==> src/rtl/sram_seq_pkg.sv <==
// rtl/sram_seq_pkg.sv - shared types and constants for the SRAM word sequencer
package sram_seq_pkg;

  typedef enum logic [1:0] {
    IDLE,
    RD,
    WR,
    RSP
  } seq_state_e;

  localparam logic [1:0] RESP_OKAY   = 2'b00;
  localparam logic [1:0] RESP_SLVERR = 2'b10;

  localparam int unsigned SRAM_BYTES = 512;

endpackage

==> src/rtl/sram_rr_arb2.sv <==
// rtl/sram_rr_arb2.sv - two-way round-robin arbiter, bit 0 = read, bit 1 = write
module sram_rr_arb2 (
  input  logic       clk_i,
  input  logic       rst_ni,
  input  logic [1:0] req_i,
  input  logic       accept_i,
  output logic [1:0] grant_o
);

  // Starts as "write granted last" so a read wins the first tie.
  logic last_wr_q;

  always_comb begin
    grant_o = req_i;
    if (req_i == 2'b11) begin
      grant_o = last_wr_q ? 2'b01 : 2'b10;
    end
  end

  always_ff @(posedge clk_i or negedge rst_ni) begin
    if (!rst_ni) begin
      last_wr_q <= 1'b1;
    end else if (accept_i) begin
      last_wr_q <= grant_o[1];
    end
  end

endmodule

==> src/rtl/sram_word_seq.sv <==
// rtl/sram_word_seq.sv - 32-bit word read/write requests to byte-serial 512x8 SRAM accesses
module sram_word_seq
  import sram_seq_pkg::*;
#(
  parameter int WIDTH_P = 32,
  parameter int SRAM_AW = 9
) (
  input  logic               ACLK,
  input  logic               ARESETN,
  input  logic               rd_req_valid,
  output logic               rd_req_ready,
  input  logic [WIDTH_P-1:0] rd_req_addr,
  output logic               rd_rsp_valid,
  input  logic               rd_rsp_ready,
  output logic [WIDTH_P-1:0] rd_rsp_data,
  output logic [1:0]         rd_rsp_resp,
  input  logic               wr_req_valid,
  output logic               wr_req_ready,
  input  logic [WIDTH_P-1:0] wr_req_addr,
  input  logic [WIDTH_P-1:0] wr_req_data,
  input  logic [3:0]         wr_req_strb,
  output logic               wr_rsp_valid,
  input  logic               wr_rsp_ready,
  output logic [1:0]         wr_rsp_resp,
  output logic               sram_cen_n,
  output logic               sram_gwen_n,
  output logic [7:0]         sram_wen_n,
  output logic [SRAM_AW-1:0] sram_addr,
  output logic [7:0]         sram_d,
  input  logic [7:0]         sram_q
);

  seq_state_e         state_q;
  logic [2:0]         cnt_q;
  logic               is_wr_q;
  logic [SRAM_AW-3:0] word_q;
  logic [WIDTH_P-1:0] data_q;
  logic [3:0]         strb_q;

  logic [1:0]         grant;
  logic               idle;
  logic               accept;
  logic               sel_wr;
  logic               oob;
  logic [WIDTH_P-1:0] sel_addr;
  logic [SRAM_AW-1:0] next_addr_d;
  logic               unused_addr_lsbs;

  sram_rr_arb2 u_arb (
    .clk_i    (ACLK),
    .rst_ni   (ARESETN),
    .req_i    ({wr_req_valid, rd_req_valid}),
    .accept_i (accept),
    .grant_o  (grant)
  );

  assign idle             = (state_q == IDLE) && ARESETN;
  assign rd_req_ready     = idle & grant[0];
  assign wr_req_ready     = idle & grant[1];
  assign accept           = rd_req_ready | wr_req_ready;
  assign sel_wr           = grant[1];
  assign sel_addr         = sel_wr ? wr_req_addr : rd_req_addr;
  assign oob              = |sel_addr[WIDTH_P-1:SRAM_AW];
  assign unused_addr_lsbs = ^sel_addr[1:0];
  assign next_addr_d      = {word_q, cnt_q[1:0] + 2'd1};
  assign rd_rsp_data      = data_q;

  // SRAM outputs are registered one cycle ahead: while cnt_q == c the bus
  // presents byte c, and read data for byte c-1 is on sram_q.
  always_ff @(posedge ACLK or negedge ARESETN) begin
    if (!ARESETN) begin
      state_q      <= IDLE;
      cnt_q        <= '0;
      is_wr_q      <= 1'b0;
      word_q       <= '0;
      data_q       <= '0;
      strb_q       <= '0;
      rd_rsp_valid <= 1'b0;
      wr_rsp_valid <= 1'b0;
      rd_rsp_resp  <= RESP_OKAY;
      wr_rsp_resp  <= RESP_OKAY;
      sram_cen_n   <= 1'b1;
      sram_gwen_n  <= 1'b1;
      sram_wen_n   <= 8'hFF;
      sram_addr    <= '0;
      sram_d       <= '0;
    end else begin
      sram_cen_n  <= 1'b1;
      sram_gwen_n <= 1'b1;
      sram_wen_n  <= 8'hFF;
      case (state_q)
        IDLE: begin
          if (accept) begin
            is_wr_q <= sel_wr;
            word_q  <= sel_addr[SRAM_AW-1:2];
            cnt_q   <= '0;
            if (sel_wr) begin
              data_q <= wr_req_data;
              strb_q <= wr_req_strb;
            end
            if (oob) begin
              state_q <= RSP;
              if (sel_wr) begin
                wr_rsp_valid <= 1'b1;
                wr_rsp_resp  <= RESP_SLVERR;
              end else begin
                rd_rsp_valid <= 1'b1;
                rd_rsp_resp  <= RESP_SLVERR;
              end
            end else begin
              sram_addr <= {sel_addr[SRAM_AW-1:2], 2'b00};
              if (sel_wr) begin
                state_q     <= WR;
                sram_cen_n  <= ~wr_req_strb[0];
                sram_gwen_n <= 1'b0;
                sram_wen_n  <= 8'h00;
                sram_d      <= wr_req_data[7:0];
              end else begin
                state_q    <= RD;
                sram_cen_n <= 1'b0;
              end
            end
          end
        end
        RD: begin
          cnt_q <= cnt_q + 3'd1;
          if (cnt_q != 3'd0) begin
            data_q <= {sram_q, data_q[WIDTH_P-1:8]};
          end
          if (cnt_q < 3'd3) begin
            sram_cen_n <= 1'b0;
            sram_addr  <= next_addr_d;
          end
          if (cnt_q == 3'd4) begin
            state_q      <= RSP;
            rd_rsp_valid <= 1'b1;
            rd_rsp_resp  <= RESP_OKAY;
          end
        end
        WR: begin
          cnt_q <= cnt_q + 3'd1;
          if (cnt_q < 3'd3) begin
            data_q      <= data_q >> 8;
            strb_q      <= strb_q >> 1;
            sram_cen_n  <= ~strb_q[1];
            sram_gwen_n <= 1'b0;
            sram_wen_n  <= 8'h00;
            sram_addr   <= next_addr_d;
            sram_d      <= data_q[15:8];
          end else begin
            state_q      <= RSP;
            wr_rsp_valid <= 1'b1;
            wr_rsp_resp  <= RESP_OKAY;
          end
        end
        RSP: begin
          if ((is_wr_q && wr_rsp_ready) || (!is_wr_q && rd_rsp_ready)) begin
            rd_rsp_valid <= 1'b0;
            wr_rsp_valid <= 1'b0;
            state_q      <= IDLE;
          end
        end
        default: state_q <= IDLE;
      endcase
    end
  end

endmodule
==> config.mk <==
export PLATFORM = sky130hd
export DESIGN_NAME = sram_word_seq
export DESIGN_NICKNAME = d
export VERILOG_FILES = /design/src/rtl/sram_seq_pkg.sv /design/src/rtl/sram_rr_arb2.sv /design/src/rtl/sram_word_seq.sv
export SDC_FILE = /design/constraint.sdc
export NUM_CORES = 1
export LEC_CHECK = 0
export ABC_AREA = 1
export ABC_CLOCK_PERIOD_IN_PS = 2350
export BUFFER_PORTS_ARGS = -buffer_cell sky130_fd_sc_hd__buf_2
export CAP_MARGIN = 5
export CORE_UTILIZATION = 50
export CTS_BUF_LIST = sky130_fd_sc_hd__clkbuf_8
export DETAILED_ROUTE_END_ITERATION = 10
export PLACE_DENSITY = 0.83
export SLEW_MARGIN = 30
export SYNTH_ARGS = -nofsm -noshare
export SYNTH_HDL_FRONTEND = slang
export SYNTH_SLANG_ARGS = --single-unit
==> constraint.sdc <==
create_clock -name ACLK -period 2.35 [get_ports ACLK]
set_clock_uncertainty 0.15 [all_clocks]
set_input_delay 0.235 -clock ACLK [delete_from_list [all_inputs] [get_ports ACLK]]
set_output_delay 0.235 -clock ACLK [all_outputs]
set_load 0.02 [all_outputs]
Word-level counts from Yosys, hierarchy flattened
Index checks and enable logic that the tools add are counted. Widths: inputs -> output; s select.

Flip-flop bits (word level): 83. Bits of input ports: 114. Output and inout bits: 67. Logic and storage cells: 132.

Eq/ne operators: 16. $lt $le $gt $ge: 1. Reduce and logical (&&, ||, !) cells: 26. Bitwise logic cells: 5. Add/subtract/negate cells: 2. Multiplexer cells: 66.

Operators by type and width (number): $mux 32 (5); $pmux 32 s3 (1); $mux 8 (8); $mux 2 (16); $pmux 8 s2 (2); $mux 9 (3); $reduce_or 23->1 (1); $ne 2x2->1 const B (10); $reduce_and 5->1 (4); $pmux 9 s2 (1); $mux 1 (17); $mux 4 (3); $reduce_and 4->1 (3); $reduce_and 6->1 (2); $reduce_bool 3->1 (4); $pmux 1 s3 (3); $pmux 2 s2 (2); $pmux 2 s4 (1); $pmux 4 s2 (1); $eq 2x2->1 const B (3); $pmux 3 s2 (1); $reduce_bool 2->1 (3); $reduce_and 2->1 (2); $add 3x1->3 const B (1); 15 further kinds (19).

Logic depth before layout (Yosys ltp)
Gate-level depths: netlist of the first run.

Word-level depth: 7. Mapped depth: 13. Gate-level depth less buffers: 13.

Cells and area by module
A second synthesis of the first run with hierarchy kept.

Cell total of the unflattened synthesis: 504. Area, all modules: 3993.8 um2.

By module, submodules not included: sram_word_seq (seq. area each 1779.2 um2, area an instance 3930.0 um2, cells each 495, times used 1); sram_rr_arb2 (seq. area each 26.3 um2, area an instance 63.8 um2, cells each 9, times used 1).

Least setup slack after synthesis of the first run
Ideal clock, no wire load.

Kind: register -> register. Start point: register state_q[0]. End point: register sram_addr[0]. Path buffers: 0. Clock period less this slack: 1.984 ns. Path slack: 0.366 ns. Arrival: 1.717 ns. Setup time: 0.117 ns. Stages on the path, launching flop included: 14. Cells stage by stage: dfrtp_1 > inv_1 > ha_1 > nand2_1 > nor2_2 > inv_2 > nand2_4 > inv_4 > o21ai_2 > nand2_2 > inv_4 > nand2_4 > nand2_1 > nand2_1.

Word-level cells in the longest chain between the ends: 6. Elaborated cells between the ends (all ways): 14. Classes of those cells: eq/ne (5); mux (1); bitwise (3); reduce/logical (5).

RTL lines: start, declared (line sram_word_seq.sv:33) `seq_state_e state_q;`; start signal, assigned (line sram_word_seq.sv:72) `state_q <= IDLE;`; start signal, assigned (line sram_word_seq.sv:102) `state_q <= RSP;`; start signal, assigned (line sram_word_seq.sv:113) `state_q <= WR;`; $logic_not 2->1 (line sram_word_seq.sv:57) `assign idle = (state_q == IDLE) && ARESETN;`; $logic_and 1x1->1 (line sram_word_seq.sv:57); $and 1x1->1 (line sram_word_seq.sv:59) `assign wr_req_ready = idle & grant[1];`; net wr_req_ready (line sram_word_seq.sv:18) `output logic wr_req_ready,`; $or 1x1->1 (line sram_word_seq.sv:60) `assign accept = rd_req_ready | wr_req_ready;`; $ne 2x2->1 (no line); $reduce_and 4->1 (no line); end signal, assigned (line sram_word_seq.sv:111) `sram_addr <= {sel_addr[SRAM_AW-1:2], 2'b00};`; end signal, assigned (line sram_word_seq.sv:132) `sram_addr <= next_addr_d;`; end signal, assigned (line sram_word_seq.sv:148) `sram_addr <= next_addr_d;`; end, declared (line sram_word_seq.sv:28) `output logic [SRAM_AW-1:0] sram_addr,`.

The timed path passes the listed nets, and every way through them passes these cells. A chain may end at the register's enable or synchronous reset.

Worst setup path after layout of the first run
Start point: register state_q[0]. End point: register data_q[15] (netlist: rd_rsp_data[15]).

Word-level cells in the longest chain between the ends: 6. Elaborated cells between the ends (all ways): 14. Classes of those cells: eq/ne (6); mux (1); bitwise (3); reduce/logical (4).

RTL lines: $logic_not 2->1 (line sram_word_seq.sv:57, sram_word_seq.sv:91); $logic_and 1x1->1 (line sram_word_seq.sv:57); $and 1x1->1 (on tied branches) (line sram_word_seq.sv:58, sram_word_seq.sv:59); $or 1x1->1 (line sram_word_seq.sv:60); $ne 2x2->1 (no line); $reduce_and 5->1 (no line); end signal, assigned (line sram_word_seq.sv:98) `data_q <= wr_req_data;`; end signal, assigned (line sram_word_seq.sv:128) `data_q <= {sram_q, data_q[WIDTH_P-1:8]};`; end signal, assigned (line sram_word_seq.sv:143) `data_q <= data_q >> 8;`; end, declared (line sram_word_seq.sv:37) `logic [WIDTH_P-1:0] data_q;`.

Parallel ways exist; a longest one is shown, timed or not.

==> metrics, run 1 <==
Row Count 33; Max Cap Viol 0; WL final 11.2 mm; Final Slew Violations 0; H-tree depth reported by CTS 3; hold_ws approximately 0.026 ns; part of the cycle the worst path needs 0.928; # IOs 181; area leader, netlist dfrtp_1; iteration count of the initial detailed-routing pass 7; arrival time at the worst endpoint around 2.3 ns; first-pass GRT wire length 17.9 mm; filler instances 769; ratio of cells with drive above 1 in the final layout 0.313; crit path max fanout 32; RSZ-0062 raised after global routing false; Final Net Count ~890; Slew @ Worst Pin 0.546 ns; critical path class reg2reg; root buf cell clkbuf_8; status completed; per-cell routed wire length 12.7 um; Critical Path Start state_q[0]; top cells by count, synth 247 x nand2_1, 69 x dfrtp_1, 60 x nor2_1; setup slack, reg-to-reg 0.17 ns; cells after synthesis roughly 610; Yosys top cell area share 0.396; prevailing post-synth register cell dfrtp_1; Initial Util 0.523; Antenna Cells 0; DIE AREA between 9000 and 10000 um^2; count leader, synth nand2_1; global route overflow 0; PnR Total Power between 0.008 and 0.009 W; antenna-violating nets left 0; total global routing track utilization 0.252; number of port buffers approximately 170; Initial DRC Count 192; DP Wirelength 8.23 mm; Lkg Pwr between 3 and 4 nW; vias post-DR 4451; Clk pin slew, worst setup/hold paths 0.08 ns; RD Place Congestion around 0.86; Period minus WS final 2.18 ns; worst relative slew slack 0.636; post-DR vias/cell about 5.0; #FFs+latches synth 72; chip height 95.4 um; Die Wd 95.4 um; Post-synth EDFFs 0; Setup crit end kind flop; FF/Latch Area roughly 1800 um^2; Area Overhead vs Synth 25.1%; Finish-stage setup viols 0; Crit path required time between 2 and 2.5 ns; core area 8340 um^2; Yosys cell types 34; CTS tree yes; max frequency 0.459 GHz; top cells by area, synth dfrtp_1 40%, nand2_1 21%, nand3_1 6.0%; Clock Sinks approximately 70; Longest Clk Path Bufs 2; ys async rst share 1.00; R2R Path Start state_q[0]; Mapped Area 4360 um^2; P per Cell Area 1520 nW/um^2; largest net degree at the start of global routing 44; Post-route DRC 0; synth warn 0; Worst Min Path Start wr_req_data[29]; Peak VDD IR 0.709 mV; vias in the first global route ~4100; Final Hold Vio Count 0; startpoint types flop; post-synthesis sequential area ratio 0.414; CTS Buf Count 9; worst skew pair latency 0.35 ns; area of the multi-input gates 2150 um^2; Setup TNS Final 0 ns; Mean Syn Cell Area 7.16 um^2; Worst Hold Class in2reg; initial antenna violation count 0
==> registers in the layout (all words and copies together) (netlist names), 2 cells and up <==
register,cells
rd_rsp_data,32
sram_addr,9
sram_d,8
word_q,7
cnt_q,3
strb_q,3
state_q,2
==> critical path, stage by stage, from the launching register on <==
cell,delay [ns]
dfrtp_1,0.44
inv_1,0.13
ha_1,0.36
inv_2,0.15
nand2_4,0.09
nor2_1,0.04
nor3_2,0.23
nand2_4,0.10
buf_6,0.21
nand2_1,0.11
nand2_1,0.06
==> placed cells by master, fill, tap and decap left out, drive strengths merged, types with 3 or more instances in the layout <==
| cell | instances |
|---|---|
| nand2 | 258 |
| buf | 186 |
| dfrtp | 69 |
| nor2 | 64 |
| nand3 | 53 |
| o21ai | 46 |
| inv | 41 |
| a21oi | 13 |
| clkbuf | 9 |
| ha | 8 |
| nand4 | 8 |
| nor3 | 7 |
| dfstp | 3 |
==> power by group <==
group	internal, W	total, W	switching [W]
clock network	0.000597	0.00107	0.000476
registers	0.00184	0.00221	0.000360
logic	0.00160	0.00500	0.00340
total	0.00404	0.00827	0.00424
==> timing repair <==
action | in CTS | in global routing
hold buffers | 2 | 0
setup endpoints to repair | 0 | 45
gates resized for setup | 0 | 2
setup buffers | 0 | 1
hold endpoints to repair | 29 | 0
==> path summary, 6_finish.rpt <==
path / end / depth (start not counted)
min in group asynchronous: sram_d[0] / 3
min: rd_rsp_data[29] / 5
max in group asynchronous: u_arb.last_wr_q / 4
max: rd_rsp_data[15] / 10
max reg2reg: rd_rsp_data[15] / 10
min reg2reg: sram_addr[5] / 2
==> stage by stage <==
| stage | setup slack [ns] | cells | area (um^2) | utilization |
|---|---|---|---|---|
| after floorplan | 0.366 | 610 | 4360 | - |
| after global placement | 0.204 | 863 | 5200 | 0.624 |
| after global routing | 0.0540 | 882 | 5450 | 0.654 |
| after detailed placement | 0.0789 | 863 | 5200 | 0.624 |
| final | 0.170 | 882 | 5450 | 0.654 |
| after CTS | 0.0384 | 881 | 5440 | 0.652 |
==> kinds of logic after synthesis <==
| logic type | Yosys count | share of synthesized area |
|---|---|---|
| other | 1 | 0.000860 |
| buffers and inverters | 77 | 0.0941 |
| flip-flops | 72 | 0.414 |
| AND/OR/NAND/NOR | 390 | 0.385 |
| adder cells (fa/ha/maj) | 8 | 0.0230 |
| AO/OA/AOI/OAI | 61 | 0.0832 |
==> layer usage <==
layer | GRT usage | wire [um] | vias to the layer above
met2 | 0.432 | 5590 | 170
li1 | - | - | 2228
met3 | 0.0614 | 699 | 24
met1 | 0.306 | 4680 | 2029
met4 | 0.0920 | 238 | 0
met5 | 0 | 0 | -
==> layout make-up <==
cell class	instances	share of cell area
Inverter	40	0.0298
Clock buffer	9	0.0227
Multi-Input combinational cell	461	0.394
Timing Repair Buffer	188	0.181
Tap cell	105	0.0241
Sequential cell	72	0.331
Clock inverter	7	0.0172
No activity file was read; power rests on OpenSTA's default activity.
==> run 2, diff against run 1 <==
--- a/config.mk
+++ b/config.mk
@@ -7,7 +7,7 @@
 export LEC_CHECK = 0
 export ABC_AREA = 1
 export ABC_CLOCK_PERIOD_IN_PS = 2350
-export BUFFER_PORTS_ARGS = -buffer_cell sky130_fd_sc_hd__buf_2
+export BUFFER_PORTS_ARGS = -buffer_cell sky130_fd_sc_hd__clkbuf_2
 export CAP_MARGIN = 5
 export CORE_UTILIZATION = 50
 export CTS_BUF_LIST = sky130_fd_sc_hd__clkbuf_8
==> metrics, run 2 (same netlist as run 1, synthesis figures left out) <==
status completed; WL met3 656 um (-6.2%); switch share 0.520 (+0.00786); # IOs 181 (unchanged); Worst Hold Class in2reg; max reg flops 32 (unchanged); Antenna Cells 0 (unchanged); critical path class reg2reg; Post-route DRC 0 (unchanged); vias post-DR 4451 (unchanged); met2 WL post-DR 5.58 mm (-0.23%); startpoint types flop; post-DR vias/cell 5.05 (+0.11%); combinational share of power 0.614 (+0.010); Longest Clk Path Bufs 2 (unchanged); largest net degree at the start of global routing 44 (unchanged); Setup crit end kind flop; CTS tree yes; WL final 11.2 mm (-0.24%); Initial DRC Count 227 (+18%); first-pass GRT wire length 18.3 mm (+2.2%); worst relative slew slack 0.627 (-0.00855); Seq pwr share 0.270 (+0.004); global route overflow 0 (unchanged); initial antenna violation count 0 (unchanged); chip height 95.4 um (unchanged); Row Count 33 (unchanged); Period minus WS final 2.22 ns (+0.0378 ns); total global routing track utilization 0.258 (+0.00592); crit path max fanout 22 (-31%); RD Place Congestion 0.860 (-0.38%); core area 8340 um^2 (unchanged); area of the multi-input gates 2170 um^2 (+1.0%); switching power 0.00428 W (+1.0%); H-tree depth reported by CTS 3 (unchanged); Finish-stage setup viols 0 (unchanged); Slew @ Worst Pin 0.559 ns (+0.0128 ns); Lkg Pwr 3.12 nW (+0.16%); per-cell routed wire length 12.7 um (-0.13%); Crit path required time 2.45 ns (about the same); part of the cycle the worst path needs 0.944 (+0.0161); DP Wirelength 8.27 mm (+0.46%); Clk pin slew, worst setup/hold paths 0.08 ns (about the same); most frequent cells in the layout 247 x nand2_1, 173 x clkbuf_2, 68 x dfrtp_1, 60 x nor2_1, 52 x nand3_1; Clock power frac 0.115 (-0.015); Clock Sinks 72 (unchanged); Post CTS Setup Buffer Count 0 (unchanged); arrival time at the worst endpoint 2.31 ns (+0.04 ns); fin util 0.653 (-0.000750); Final Slew Violations 0 (unchanged); Peak VDD IR 0.951 mV (+34%); met1 wire length 4.74 mm (+1.2%); DIE AREA 9100 um^2 (unchanged); DR top layer met4; FF/Latch Area 1810 um^2 (about the same); filler instances 736 (-4.3%); root buf cell clkbuf_8; Die Wd 95.4 um (unchanged); setup slack, reg-to-reg 0.13 ns (-0.04 ns); area post-placement 5200 um^2 (unchanged); max frequency 0.451 GHz (-1.7%); Area Overhead vs Synth 24.9%; Power Internal 0.00395 W (-2.1%); CTS Buf Count 9 (unchanged); Initial Util 0.523 (unchanged); number of port buffers 174 (unchanged); Final Hold Vio Count 0 (unchanged); ratio of cells with drive above 1 in the final layout 0.314 (+0.00169); Final Net Count 893 (-0.11%); Design Area, Final 5450 um^2 (-0.11%); iteration count of the initial detailed-routing pass 5 (-2); worst skew pair latency 0.35 ns (about the same); antenna-violating nets left 0 (unchanged); vias in the first global route 4176 (+0.85%); most common cell after layout, fill and taps aside nand2_1; Max Cap Viol 0 (unchanged); P per Cell Area 1510 nW/um^2 (-0.40%)
run 2: cell count changes in the layout (fill, tap and decap cells not counted), sizes merged:
cell,previous run,this run
clkinv,2,4
clkinvlp,2,1
buf,186,12
clkbuf,9,182
bufinv,2,1
run 2: path summary, 6_finish.rpt:
path,cells past startpoint,start,endpoint
setup / recovery,10,state_q[0],rd_rsp_data[28]
hold / removal,5,wr_req_data[29],rd_rsp_data[29]
setup reg to reg,10,state_q[0],rd_rsp_data[28]
hold reg to reg,2,sram_addr[8],sram_addr[8]
max in group asynchronous,4,ARESETN,state_q[1]
min in group asynchronous,3,ARESETN,sram_addr[0]
run 2: cell type report:
class	instances	share of cell area
multi-input combinational	461	0.399
tap	105	0.0241
clock inverter	7	0.0119
sequential	72	0.332
timing repair buffer	187	0.181
inverter	40	0.0303
clock buffer	9	0.0227
run 2: layer usage:
| metal | track usage | vias up |
|---|---|---|
| li1 | - | 2237 |
| met1 | 0.324 | 2032 |
| met2 | 0.436 | 161 |
| met3 | 0.0542 | 21 |
| met4 | 0.0945 | 0 |
| met5 | 0 | - |
run 2: timing repair:
action / 4_1_cts / 5_1_grt
gates resized for setup: 1 / 8
gates cloned: 0 / 0
pin swaps: 0 / 2
hold endpoints to repair: 29 / 0
hold buffers: 2 / 0
setup endpoints to repair: 3 / 53
run 2: stage by stage:
stage	instances	hold slack [ns]	total power, W	TNS (ns)	worst slack (ns)
2_1_floorplan	610	-0.211	0.00605	0	0.366
5_1_grt	881	0.0363	0.00899	-0.00631	-0.00631
6_report	881	0.0249	0.00823	0	0.132
3_3_place_gp	863	0.167	0.00700	0	0.107
4_1_cts	881	0.0152	0.00816	0	0.00548
3_5_place_dp	863	0.178	0.00716	0	0.0102
run 2: power groups by stage:
stage                     Combinational [W]  Clock (W)  Sequential, W
after global placement              0.00478          0        0.00221
after CTS                           0.00497   0.000967        0.00222
after floorplan                     0.00339          0        0.00265
after global routing                0.00567    0.00102        0.00230
after detailed placement            0.00493          0        0.00224
final                               0.00506   0.000950        0.00223
run 2: worst max-delay path, cell delays in order (launching register included):
cell and delay (ns):
dfrtp_1 0.44, inv_1 0.13, ha_2 0.29, inv_2 0.12, nand2_4 0.07, nor2_1 0.04, nor3_2 0.34, nand2_8 0.17
buf_8 0.21, nand2_1 0.07, nand2_1 0.05
==> run 3, diff against run 2 <==
--- a/config.mk
+++ b/config.mk
@@ -5,14 +5,14 @@
 export SDC_FILE = /design/constraint.sdc
 export NUM_CORES = 1
 export LEC_CHECK = 0
-export ABC_AREA = 1
+export ABC_AREA = 0
 export ABC_CLOCK_PERIOD_IN_PS = 2350
 export BUFFER_PORTS_ARGS = -buffer_cell sky130_fd_sc_hd__clkbuf_2
 export CAP_MARGIN = 5
-export CORE_UTILIZATION = 50
+export CORE_UTILIZATION = 48
 export CTS_BUF_LIST = sky130_fd_sc_hd__clkbuf_8
 export DETAILED_ROUTE_END_ITERATION = 10
-export PLACE_DENSITY = 0.83
+export PLACE_DENSITY = 0.82
 export SLEW_MARGIN = 30
 export SYNTH_ARGS = -nofsm -noshare
 export SYNTH_HDL_FRONTEND = slang
==> metrics, run 3 <==
cells after synthesis 389 (-36%); # IOs 181 (unchanged); top cells by area, synth dfrtp_1 46%, mux2i_1 5.6%, o21ai_0 5.6%; per-cell routed wire length 14.8 um (+16%); number of port buffers 174 (unchanged); arrival time at the worst endpoint 2.32 ns (about the same); Die Wd 90.8 um (-4.8%); area post-placement 4770 um^2 (-8.3%); DIE AREA 8250 um^2 (-9.3%); WL final 9.90 mm (-11%); iteration count of the initial detailed-routing pass 4 (-1); Longest Clk Path Bufs 2 (unchanged); multiplexer share of the synthesized area 0.0823 (+0.0823); DP Wirelength 7.34 mm (-11%); WHS Path Cells 3 (-2); count leader, synth dfrtp_1; Yosys cell types 47 (+38%); post-synthesis sequential area ratio 0.477 (+0.0626); antenna-violating nets left 0 (unchanged); filler instances 654 (-11%); chip height 90.8 um (-4.8%); worst r2r path cells 8 (-2); area of the multi-input gates 1740 um^2 (-20%); P per Cell Area 1620 nW/um^2 (+7.4%); main combinational cell family by area after synthesis compound AO/OA/AOI/OAI gates; status completed; critical path class reg2reg; max reg flops 32 (unchanged); total global routing track utilization 0.246 (-0.0119); Lkg Pwr 2.55 nW (-18%); most frequent cells in the layout 173 x clkbuf_2, 69 x dfrtp_1, 52 x nand2_1, 42 x o21ai_0, 27 x a21oi_1; ratio of cells with drive above 1 in the final layout 0.401 (+0.0870); Design Area, Final 5040 um^2 (-7.4%); core area 7690 um^2 (-7.8%); Crit Reg-Reg Endpoint rd_rsp_data[1]; global route overflow 0 (unchanged); Setup crit end kind flop; Setup TNS Final 0 ns (unchanged); Area Overhead vs Synth 33.2%; Row Count 32 (-3.0%); Clock Sinks 72 (unchanged); area leader, netlist dfrtp_1; FF/Latch Area 1810 um^2 (about the same); Mapped Area 3790 um^2 (-13%); max frequency 0.442 GHz (-2.0%); Crit path required time 2.40 ns (-0.05 ns); initial antenna violation count 0 (unchanged); Final Net Count 685 (-23%); Synth Area in Compound Gates 0.232 (+0.149); post-synthesis adder-cell area fraction 0.0264 (+0.00347); CTS tree yes; R2R Path Start state_q[0]; Clk pin slew, worst setup/hold paths 0.08 ns (about the same); prevailing post-synth register cell dfrtp_1; hold worst-path end rd_rsp_data[31]; startpoint types flop; Final Hold Vio Count 0 (unchanged); Post-Synth XOR/XNOR Area 0 (unchanged); Post-synth EDFFs 0 (unchanged); Peak VDD IR 0.994 mV (+4.5%); Post-route DRC 0 (unchanged); setup slack, reg-to-reg 0.09 ns (-0.05 ns); Synth Area in Simple Gates 0.109 (-0.275); CTS Buf Count 9 (unchanged); H-tree depth reported by CTS 3 (unchanged); ys async rst share 1.00 (unchanged); Mean Syn Cell Area 9.74 um^2 (+36%); top cells by count, synth 69 x dfrtp_1, 52 x nand2_1, 42 x o21ai_0; Initial DRC Count 166 (-27%); worst relative slew slack 0.444 (-0.183); RSZ-0062 raised after global routing false; Final Slew Violations 0 (unchanged); root buf cell clkbuf_8; Worst Min Path Start sram_q[7]; Antenna Cells 0 (unchanged); Period minus WS final 2.26 ns (+0.0451 ns); part of the cycle the worst path needs 0.963 (+0.0192); crit path max fanout 64 (+190%); Worst Hold Class in2reg; Slew @ Worst Pin 0.834 ns (+0.275 ns); Yosys top cell area share 0.456 (+0.0599); largest net degree at the start of global routing 67 (+52%); fin util 0.656 (+0.00323); post-DR vias/cell 5.39 (+6.7%); worst skew pair latency 0.33 ns (-0.02 ns); RD Place Congestion 0.870 (+1.2%); synth warn 0 (unchanged); first-pass GRT wire length 16.2 mm (-11%); most common cell after layout, fill and taps aside clkbuf_2; #FFs+latches synth 72 (unchanged); vias in the first global route 3566 (-15%); Finish-stage setup viols 0 (unchanged); Max Cap Viol 0 (unchanged); Initial Util 0.493 (-0.0301); vias post-DR 3613 (-19%)
[run 3: repair_timing]
action / CTS / global route
hold buffers: 2 / 0
hold endpoints to repair: 7 / 0
gates resized for setup: 1 / 6
setup endpoints to repair: 1 / 40
setup buffers: 0 / 2
[run 3: worst max-delay path by stage]
stage	from	endpoint	slack, ns	cells past startpoint
after floorplan	state_q[0]	sram_addr[1]	0.18	8
after global placement	state_q[0]	rd_rsp_data[1]	0.15	8
after detailed placement	state_q[0]	rd_rsp_data[26]	0.003	7
after CTS	state_q[0]	rd_rsp_data[2]	0.07	8
after global routing	state_q[1]	rd_rsp_data[2]	0.001	8
final	state_q[0]	rd_rsp_data[1]	0.09	8
[run 3: cells by family after synthesis]
group                      after synthesis
AOI/OAI and AO/OA                      132
and+or+nand+nor                         91
DFF                                     72
buffers and inverters                   55
muxes                                   30
adders and majority gates                8
other                                    1
[run 3: final cells by class]
class,instances,area share
flip-flops and latches,72,0.358
clock inverters,6,0.0151
repair buffers,195,0.213
clock buffers,10,0.0273
well taps,102,0.0253
multi-input cells,263,0.345
inverters,22,0.0164
[run 3: critical path: stages (launching register included)]
cell and delay, ns:
dfrtp_1 0.41, buf_4 0.13, ha_2 0.23, inv_1 0.13, o2bb2ai_1 0.15, or3_2 0.44
buf_12 0.20, a221oi_1 0.23, a21oi_1 0.06
[run 3: report_power, final]
group	switching [W]	total (W)	internal, W
logic	0.00294	0.00484	0.00190
registers	0.000419	0.00230	0.00188
clock network	0.000436	0.00105	0.000615
[run 3: per-layer routing]
layer | up-vias | share of wire | global-route usage
li1 | 1746 | - | -
met1 | 1731 | 0.44 | 0.321
met2 | 126 | 0.49 | 0.411
met3 | 10 | 0.052 | 0.0421
met4 | 0 | 0.013 | 0.0886
met5 | - | 0 | 0
[run 3: per-stage QoR]
stage	total power, W	hold slack, ns	instances	setup WS [ns]
floorplan	0.00566	-0.211	390	0.178
global placement	0.00688	-0.0713	650	0.145
detailed placement	0.00707	-0.0728	650	0.00273
CTS	0.00815	0.0363	668	0.0720
global route	0.00886	0.0487	670	0.000951
finish	0.00819	0.0530	670	0.0866
